$ cat config.mk
export PLATFORM = sky130hd
export DESIGN_NAME = vectored_intc
export DESIGN_NICKNAME = d
export VERILOG_FILES = /design/src/rtl/vectored_intc.sv
export SDC_FILE = /design/constraint.sdc
export NUM_CORES = 1
export LEC_CHECK = 0
export ABC_AREA = 1
export ABC_CLOCK_PERIOD_IN_PS = 1000
export CORE_MARGIN = 2
export CORE_UTILIZATION = 30
export DETAILED_ROUTE_END_ITERATION = 7
export GPL_TIMING_DRIVEN = 1
export PLACE_DENSITY = 0.74
export SLEW_MARGIN = 20
export SYNTH_ARGS = -nofsm -noshare
export SYNTH_HDL_FRONTEND = slang
export SYNTH_SLANG_ARGS = --single-unit
$ cat constraint.sdc
create_clock -name clk -period 1 [get_ports clk]
set_input_delay 0.15 -clock clk [delete_from_list [all_inputs] [get_ports clk]]
set_output_delay 0.15 -clock clk [all_outputs]
set_load 0.02 [all_outputs]
$ cat src/rtl/vectored_intc.sv
// vectored_intc: vectored interrupt controller in front of the mips core.
// Captures rising edges on NUM_SRC request lines, picks the lowest-index
// eligible source, and raises one registered `interrupt` with a fixed
// handler address on `vector`. It then tracks that source through int_ack
// and the end-of-interrupt strobe.
//
// Optional feature: define VECTORED_INTC_MASK_EN to build a writable mask
// register. Without it, `mask` reads all ones and mask_we/mask_wd are unused.
//
// Ports:
//   clk, reset     clock; asynchronous active-high reset
//   irq_src        device request lines (already synchronous to clk)
//   int_ack        acknowledge from the core
//   eoi            one-cycle end-of-interrupt strobe from the handler return
//   mask_we/wd     mask register write (1 = source enabled)
//   interrupt      registered request to the core
//   vector         handler address of the presented or in-service source
//   active_id      id of the presented or in-service source
//   pending        captured edge flags
//   mask           current mask
module vectored_intc #(
  parameter int          NUM_SRC    = 4,
  parameter logic [31:0] VEC_BASE   = 32'h0000_0100,
  parameter logic [31:0] VEC_STRIDE = 32'h0000_0010
) (
  input  logic               clk,
  input  logic               reset,
  input  logic [NUM_SRC-1:0] irq_src,
  input  logic               int_ack,
  input  logic               eoi,
  input  logic               mask_we,
  input  logic [NUM_SRC-1:0] mask_wd,
  output logic               interrupt,
  output logic [31:0]        vector,
  output logic [3:0]         active_id,
  output logic [NUM_SRC-1:0] pending,
  output logic [NUM_SRC-1:0] mask
);

  typedef enum logic [1:0] {IDLE, REQ, SERVICE} state_t;

  state_t             state_q, state_d;
  logic [NUM_SRC-1:0] irq_q;
  logic [NUM_SRC-1:0] pending_q, pending_d;
  logic               interrupt_q, interrupt_d;
  logic [31:0]        vector_q, vector_d;
  logic [3:0]         active_id_q, active_id_d;
  logic [NUM_SRC-1:0] eligible;
  logic [NUM_SRC-1:0] ack_clr;
  logic [3:0]         win_id;

  // Mask register (optional)
`ifdef VECTORED_INTC_MASK_EN
  logic [NUM_SRC-1:0] mask_q, mask_d;

  always_comb begin
    mask_d = mask_q;
    if (mask_we) mask_d = mask_wd;
  end

  always_ff @(posedge clk or posedge reset) begin
    if (reset) mask_q <= '1;
    else       mask_q <= mask_d;
  end

  assign mask = mask_q;
`else
  logic unused_mask_in;
  assign unused_mask_in = ^{mask_we, mask_wd};
  assign mask = '1;
`endif

  // Arbitration uses the registered mask, so a write in the same cycle as
  // the IDLE decision only takes effect on the following cycle.
  assign eligible = pending_q & mask;

  // Lowest index wins: scan downward so the last hit is the smallest id.
  always_comb begin
    win_id = '0;
    for (int i = NUM_SRC - 1; i >= 0; i--)
      if (eligible[i]) win_id = 4'(i);
  end

  // One-hot clear of the acknowledged source.
  always_comb begin
    ack_clr = '0;
    if (state_q == REQ && int_ack)
      for (int i = 0; i < NUM_SRC; i++)
        ack_clr[i] = (active_id_q == 4'(i));
  end

  // A new edge is ORed in after the clear, so a set in the ack cycle wins.
  assign pending_d = (pending_q & ~ack_clr) | (irq_src & ~irq_q);

  always_comb begin
    state_d     = state_q;
    interrupt_d = interrupt_q;
    vector_d    = vector_q;
    active_id_d = active_id_q;
    case (state_q)
      IDLE: begin
        if (|eligible) begin
          active_id_d = win_id;
          vector_d    = VEC_BASE + {28'd0, win_id} * VEC_STRIDE;
          interrupt_d = 1'b1;
          state_d     = REQ;
        end
      end
      // Request is frozen until acknowledged: no preemption, no withdrawal.
      REQ: begin
        if (int_ack) begin
          interrupt_d = 1'b0;
          state_d     = SERVICE;
        end
      end
      SERVICE: begin
        if (eoi) state_d = IDLE;
      end
      default: begin
        interrupt_d = 1'b0;
        state_d     = IDLE;
      end
    endcase
  end

  always_ff @(posedge clk or posedge reset) begin
    if (reset) begin
      state_q     <= IDLE;
      irq_q       <= '0;
      pending_q   <= '0;
      interrupt_q <= 1'b0;
      vector_q    <= '0;
      active_id_q <= '0;
    end else begin
      state_q     <= state_d;
      irq_q       <= irq_src;
      pending_q   <= pending_d;
      interrupt_q <= interrupt_d;
      vector_q    <= vector_d;
      active_id_q <= active_id_d;
    end
  end

  assign interrupt = interrupt_q;
  assign vector    = vector_q;
  assign active_id = active_id_q;
  assign pending   = pending_q;

endmodule

==> Word-level counts from Yosys, hierarchy flattened <==
Cells that the tools add are included.
{ "classes": {"muxes": 12, "bitwise": 6, "add_sub_neg": 1, "eq_ne": 8, "n_reduce_logical": 7} }
{ "ops": {"columns": ["op", "n"], "rows": [
  ["$mux W4", 3],
  ["$add A9 B8 Y10 const A", 1],
  ["$mux W2", 5],
  ["$and A4 B4 Y4", 2],
  ["$eq A4 B2 Y1 const B", 2],
  ["$not A4 Y4", 2],
  ["$ne A2 B2 Y1 const B", 3],
  ["$pmux W2 S3", 1],
  ["$reduce_and A3 Y1", 2],
  ["$eq A4 B1 Y1 const B", 1],
  ["$logic_not A4 Y1", 1],
  ["$or A4 B4 Y4", 1],
  ["$reduce_or A4 Y1", 1],
  ["$pmux W1 S3", 1],
  ["$eq A2 B1 Y1 const B", 1],
  ["$eq A2 B2 Y1 const B", 1],
  ["$logic_not A2 Y1", 1],
  ["$mux W1", 2],
  ["$reduce_and A2 Y1", 1],
  ["$logic_and A1 B1 Y1", 1],
  ["$not A1 Y1", 1]
]} }
{ "word_totals": {"reg_bits": 47, "out_inout_bits": 45} }

==> Logic depth before layout (Yosys ltp) <==
Gate-level depths: netlist (run 1).
{ "logic_depth": {"depth_word": 6, "ltp_mapped": 6} }

==> Worst setup path before layout (run 1) <==
No wires, ideal clock.
{ "synth_timing": {"kind": "register -> register", "from": "register pending_q[2] (netlist: pending[2])", "to": "register vector_q[8] (netlist: vector[8])", "arrival_ps": 889, "path_slack_ps": -13, "stages_incl_launch_ff": 6, "period_less_slack_ps": 1013, "setup_time_ps": 124, "cell_sequence": "dfrtp_1 -> inv_1 -> nand2_1 -> nand2_1 -> nand2_1 -> or2_1"} }
{ "synth_via": {"elab_chain_cells": 4, "word_cells_on_any_way": 6} }
{ "synth_lines": {"columns": ["element", "line", "rtl"], "rows": [
  ["start, declared", "44", "logic [NUM_SRC-1:0] pending_q, pending_d;"],
  ["start signal, assigned", "137", "pending_q <= pending_d;"],
  ["$mux W2", "81", "if (eligible[i]) win_id = 4'(i);"],
  ["$mux W4 (2 in series)", "81", null],
  ["$add A9 B8 Y10", "104", "vector_d = VEC_BASE + {28'd0, win_id} * VEC_STRIDE;"],
  ["end signal, assigned", "139", "vector_q <= vector_d;"],
  ["end, declared", "46", "logic [31:0] vector_q, vector_d;"]
]} }
Several ways; a longest one is shown, not always the timed one.
A chain may end at the register's enable or synchronous reset.

==> Worst setup path after layout (run 1) <==
{ "layout_timing": {"from": "register pending_q[1] (netlist: pending[1])", "to": "register vector_q[8] (netlist: vector[8])"} }
{ "layout_via": {"elab_chain_cells": 3, "word_cells_on_any_way": 5} }
{ "layout_lines": {"columns": ["element", "line"], "rows": [
  ["$mux W4 (2 in series)", "81"],
  ["$add A9 B8 Y10", "104"]
]} }
Several ways; a longest one is shown, not always the timed one.

==> reports/qor.yml, run 1 <==
status: "finished, violations left"
violations: "setup timing"
cp.arrival_ns: 1.25
cts_made_buffers: 3
worstSetupStartpointType: "register"
core_um2: 2730
fmax_mhz: 929
path_clk_slew_ns: 0.08
syn_area_per_cell_um2: 8.15
clockBufferDepth: 2
syn-cell-area_um2: 856
critPathMaxFanout: 3
ios: 58
yosysWarnings: 0
num_antenna_cells: 0
detailed_place_hpwl_um: 1080
root_buffer: "clkbuf_4"
syn_inst: 105
post_drt_via_cell_ratio: 3.73
synth_area_leader_cell: "dfrtp_1"
drive_above_1_share_pct: 34.3
crit_slowest_cell: "dfrtp_2"
detail-route-antenna-nets: 0
die_h_um: 57.4
ys_ff_latch: 14
initial_core_util_pct: 31.3
synthDistinctLibCells: 13
cts_hold_buf: 0
end_kind: "register"
path_common_cell: "nand2_1"
wirelength_um: 1380
final.fill_count: 292
drtIter0Drc: 9
register_area_um2: 357
ys_top_cells_by_area: "dfrtp_1 41%, buf_4 32%, nand2_1 11%"
wl_per_cell_um: 8.35
hold_path_class: "primary input to async pin"
cts_max_level: 1
crit_required_ns: 1.17
synth_top_area_share_pct: 40.9
firstDrtPassIters: 4
dp_slack_ns: -0.202
die_area_um2: 3300
maxCapViolCount: 0
vias: 616
crit-reg2reg-launch: "pending[1]"
path_cells: "buf_6 -> inv_2 -> nand2_1 -> nand2_1 -> nand2_2 -> or2_1"
ys_seq_area_share_pct: 40.9
skew_ns: 0.00181
placementRows: 19
ir_drop_mv: 1.39
grt_use_total_pct: 8.74
hold_viol: 0
io_buffers: 17
remaining_drc_errors: 0
fin_ws_ns: -0.0768
rsz0062_at_grt: "true"
grt_pass1_wl_um: 2160
nets: 148
p_leak_nw: 0.571
fin_hold_ws_ns: 0.155
synthFlopType: "dfrtp_1"
timing_worst_setup_path_type: "register to register"
areaGrowthSynthToFinish_pct: 27.6
synth_common_cells: "37 x buf_4, 24 x nand2_1, 14 x dfrtp_1"
fin_crit_ns: 1.08
grt_max_degree: 15
crit_start: "pending[1]"
grt_pass1_vias: 482
antenna_found_initial: 0
cts_tree: "yes"
yosysMostFrequentCell: "buf_4"
cts.sinks: 14
multi_input_area_um2: 340
gp_congestion: 0.760
powerDensity_nw_per_um2: 2640
clock_latency_ns: 0.28
min_period_over_period_pct: 108
timing.final.max_slew_violations: 0
synth-async-reset-ratio_pct: 100
overflow: 0
synth_edf_count: 0
cp_slowest_stage_delay_ns: 0.42
die_x_um: 57.4
setup_viol: 7
critical path, delay by kind of cell (launching register included):
| kind | cells | cell delay [ns] |
|---|---|---|
| flip-flops | 1 | 0.42 |
| buffers and inverters | 2 | 0.16 |
| AND/OR/NAND/NOR | 4 | 0.39 |
placed cells by master, fill, tap and decap left out:
cell type | netlist | final
a21boi_2 | 0 | 1
a21oi_1 | 1 | 1
buf_2 | 0 | 1
buf_4 | 37 | 8
buf_6 | 0 | 13
clkbuf_1 | 0 | 1
clkbuf_4 | 0 | 3
clkdlybuf4s50_1 | 0 | 7
conb_1 | 2 | 35
dfrtp_1 | 14 | 9
dfrtp_2 | 0 | 5
inv_1 | 13 | 6
inv_2 | 0 | 7
nand2_1 | 24 | 20
nand2_2 | 0 | 4
nand3_4 | 0 | 1
nor2_1 | 3 | 2
nor2_2 | 1 | 1
nor2_4 | 0 | 1
o21ai_0 | 5 | 1
o21ai_1 | 0 | 3
o21ai_2 | 0 | 1
o31ai_1 | 2 | 2
or2_1 | 1 | 1
final timing paths:
path / to / slack [ns] / cells after the start
worst max register to register: vector[8] / -0.08 / 6
worst min-delay path: pending[1] / 0.15 / 3
min in group clk: irq_q[0] / 0.33 / 1
worst min register to register: pending[2] / 0.48 / 3
max in group asynchronous: pending[2] / 0.66 / 3
worst max-delay path: vector[8] / -0.08 / 6
sequential cells by signal, summed over array words and instances (netlist names):
| signal | flops |
|---|---|
| interrupt | 1 |
| active_id | 1 |
| vector | 2 |
| state_q | 2 |
| pending | 4 |
| irq_q | 4 |
layer usage:
layer,global-route usage [%],vias up,wire (µm)
met5,0,-,0
met4,5.98,0,25
met3,2.72,4,97
met2,13.3,30,726
met1,10.5,281,527
li1,-,301,-
report_power, final:
| part | switching (W) | total, W | internal, W |
|---|---|---|---|
| clock | 0.000182 | 0.000337 | 0.000155 |
| sequential | 0.000184 | 0.000930 | 0.000746 |
| combinational | 0.000848 | 0.00162 | 0.000770 |
| total | 0.00121 | 0.00288 | 0.00167 |
cell families after synthesis:
logic type      synth area share (%)
simple gates                    13.9
buf+inv                         38.2
other cells                    0.878
flops                           40.9
compound gates                  6.14
cell type report:
class                   count  share of cell area (%)
well taps                  31                    3.55
clock buffers               4                    2.41
inverters                  13                    4.47
repair buffers             29                    25.8
flip-flops and latches     14                    32.6
multi-input cells          74                    31.2
metrics by stage:
stage                     std cells  area [µm²]  power [W]  setup TNS, ns  utilization, %
final                           165        1090    0.00288         -0.108            40.0
after CTS                       163         995    0.00253         -0.142            36.4
after floorplan                 138         983    0.00171              0               -
after global routing            165        1090    0.00311         -0.667            40.0
after global placement          159         990    0.00218          -1.69            36.2
after detailed placement        159         990    0.00221          -1.87            36.2
what timing repair did:
action	in CTS	in global routing
pin swaps	1	6
hold endpoints to repair	0	0
gates resized for setup	55	31
buffers inserted	0	2
endpoints found under the setup margin	15	20
No activity file was read; power rests on OpenSTA's default activity.
==> run 2, diff against run 1 <==
--- a/config.mk
+++ b/config.mk
@@ -8,9 +8,9 @@
 export ABC_AREA = 1
 export ABC_CLOCK_PERIOD_IN_PS = 1000
-export CORE_MARGIN = 2
+export CORE_MARGIN = 4
 export CORE_UTILIZATION = 30
 export DETAILED_ROUTE_END_ITERATION = 7
 export GPL_TIMING_DRIVEN = 1
-export PLACE_DENSITY = 0.74
+export PLACE_DENSITY = 0.67
 export SLEW_MARGIN = 20
 export SYNTH_ARGS = -nofsm -noshare
==> constraint.sdc (replaced) <==
create_clock -name clk -period 1 [get_ports clk]
set_input_delay 0.15 -clock clk [delete_from_list [all_inputs] [get_ports clk]]
set_output_delay 0.15 -clock clk [all_outputs]
set_load 0.01 [all_outputs]
==> reports/qor.yml, run 2 (same netlist as run 1, synthesis figures left out) <==
status: "finished, violations left"
violations: "setup timing"
overflow: 0
path_cells: "buf_4 -> buf_2"
cts_made_buffers: 3
firstDrtPassIters: 4
fin_ws_ns: -0.146
fin_hold_ws_ns: 0.155
worstSetupStartpointType: "register"
maxCapViolCount: 0
grt_max_degree: 15
ff2ff_setup_slack_ns: -0.13
finalPower_w: 0.00252
timing.final.max_slew_violations: 0
end_kind: "output port"
gp_congestion: 0.833
fin_crit_ns: 1.15
detailed_place_hpwl_um: 1320
wl_per_cell_um: 9.90
cp_slowest_stage_delay_ns: 0.44
vias: 619
clockBufferDepth: 2
dpl_cell_area_um2: 971
timing_worst_setup_path_type: "register to output port"
reg2regPathDepth: 6
clock_latency_ns: 0.27
hold_path_class: "primary input to async pin"
crit-reg2reg-launch: "pending[0]"
remaining_drc_errors: 0
skew_ns: 0.00408
ios: 58
hold_viol: 0
areaGrowthSynthToFinish_pct: 19.0
root_buffer: "clkbuf_4"
critical-path-top-delay-family: "flip-flops"
cts.sinks: 14
grt_pass1_vias: 573
core_um2: 2730
initial_core_util_pct: 31.3
final_core_util_pct: 37.3
post_drt_via_cell_ratio: 3.75
cts_tree: "yes"
final_common_cell: "conb_1"
grt_pass1_wl_um: 2300
final.fill_count: 280
crit_required_ns: 0.85
min_period_over_period_pct: 115
rsz0062_at_grt: "true"
path_clk_slew_ns: 0.08
fmax_mhz: 872
drtIter0Drc: 6
setup_viol: 9
path_buf_inv: 2
cp.arrival_ns: 1.00
register_area_um2: 352
cts_hold_buf: 0
die_area_um2: 3770
final_cell_mix: "35 x conb_1, 21 x nand2_1, 13 x dfrtp_1, 11 x inv_1, 10 x buf_4"
ir_drop_mv: 1.23
antenna_found_initial: 0
crit_slowest_cell: "dfrtp_1"
die_x_um: 61.4
critPathMaxFanout: 4
placementRows: 19
powerDensity_nw_per_um2: 2480
detail-route-antenna-nets: 0
design_area_um2: 1020
multi_input_area_um2: 325
grt_use_total_pct: 8.26
reg2reg_to: "vector[8]"
nets: 148
die_h_um: 61.4
io_buffers: 17
wirelength_um: 1630
p_leak_nw: 0.558
num_antenna_cells: 0
drive_above_1_share_pct: 26.1
cts_max_level: 1
[run 2: changes by cell type in the layout (fill, tap and decap cells not counted), moves of 4 or more]
cell,change
dfrtp_2,-4
buf_2,+8
dfrtp_1,+4
buf_6,-11
inv_2,-5
inv_1,+5
[run 2: final cells by class]
class                   instances  share of cell area (%)
clock buffers                   4                    3.56
well taps                      31                    3.81
flip-flops and latches         14                    34.5
repair buffers                 29                    21.4
multi-input cells              74                    31.9
inverters                      13                    4.79
[run 2: timing repair]
| item | 4_1_cts | 5_1_grt |
|---|---|---|
| pin swaps | 1 | 4 |
| resized for setup | 41 | 14 |
| setup endpoints to repair | 18 | 17 |
| setup buffers | 1 | 3 |
[run 2: layer usage]
layer / GRT usage [%] / part of all wire, % / vias to the layer above
li1: - / - / 302
met1: 9.57 / 40 / 279
met2: 14.4 / 48 / 38
met3: 2.31 / 12 / 0
met4: 3.33 / 0 / 0
met5: 0 / 0 / -
[run 2: tightest hold or removal path: stages]
cell	delay [ns]
clkdlybuf4s50_1	0.39
inv_1	0.05
buf_4	0.21
[run 2: metrics by stage]
| step | cells | setup TNS (ns) | setup slack [ns] |
|---|---|---|---|
| 2_1_floorplan | 138 | 0 | 0.0447 |
| 5_1_grt | 165 | -1.27 | -0.191 |
| 6_report | 165 | -0.568 | -0.146 |
| 3_3_place_gp | 157 | -1.40 | -0.208 |
| 3_5_place_dp | 157 | -1.71 | -0.230 |
| 4_1_cts | 162 | -0.450 | -0.126 |
[run 2: worst max path at each step]
stage,startpoint,end,slack [ns],cells past startpoint
CTS,pending[0],vector[8],-0.13,6
detailed placement,int_ack,pending[0],-0.23,4
global placement,int_ack,pending[0],-0.21,4
finish,pending[0],pending[0],-0.15,2
floorplan,pending[2],vector[8],0.04,5
global route,pending[0],vector[8],-0.19,6
[run 2: where the power goes]
group / internal (W) / switching [W] / leakage (nW)
clock network: 0.000221 / 0.000177 / 0.0210
logic: 0.000577 / 0.000638 / 0.384
registers: 0.000734 / 0.000177 / 0.153
total: 0.00153 / 0.000991 / 0.558
==> run 3, diff against run 2 <==
Settings changed: GPL_TIMING_DRIVEN 1 to default, SLEW_MARGIN 20 to default.
==> results of run 3 <==
Same layout as run 2: the final DEF is identical, and so are final timing and power.
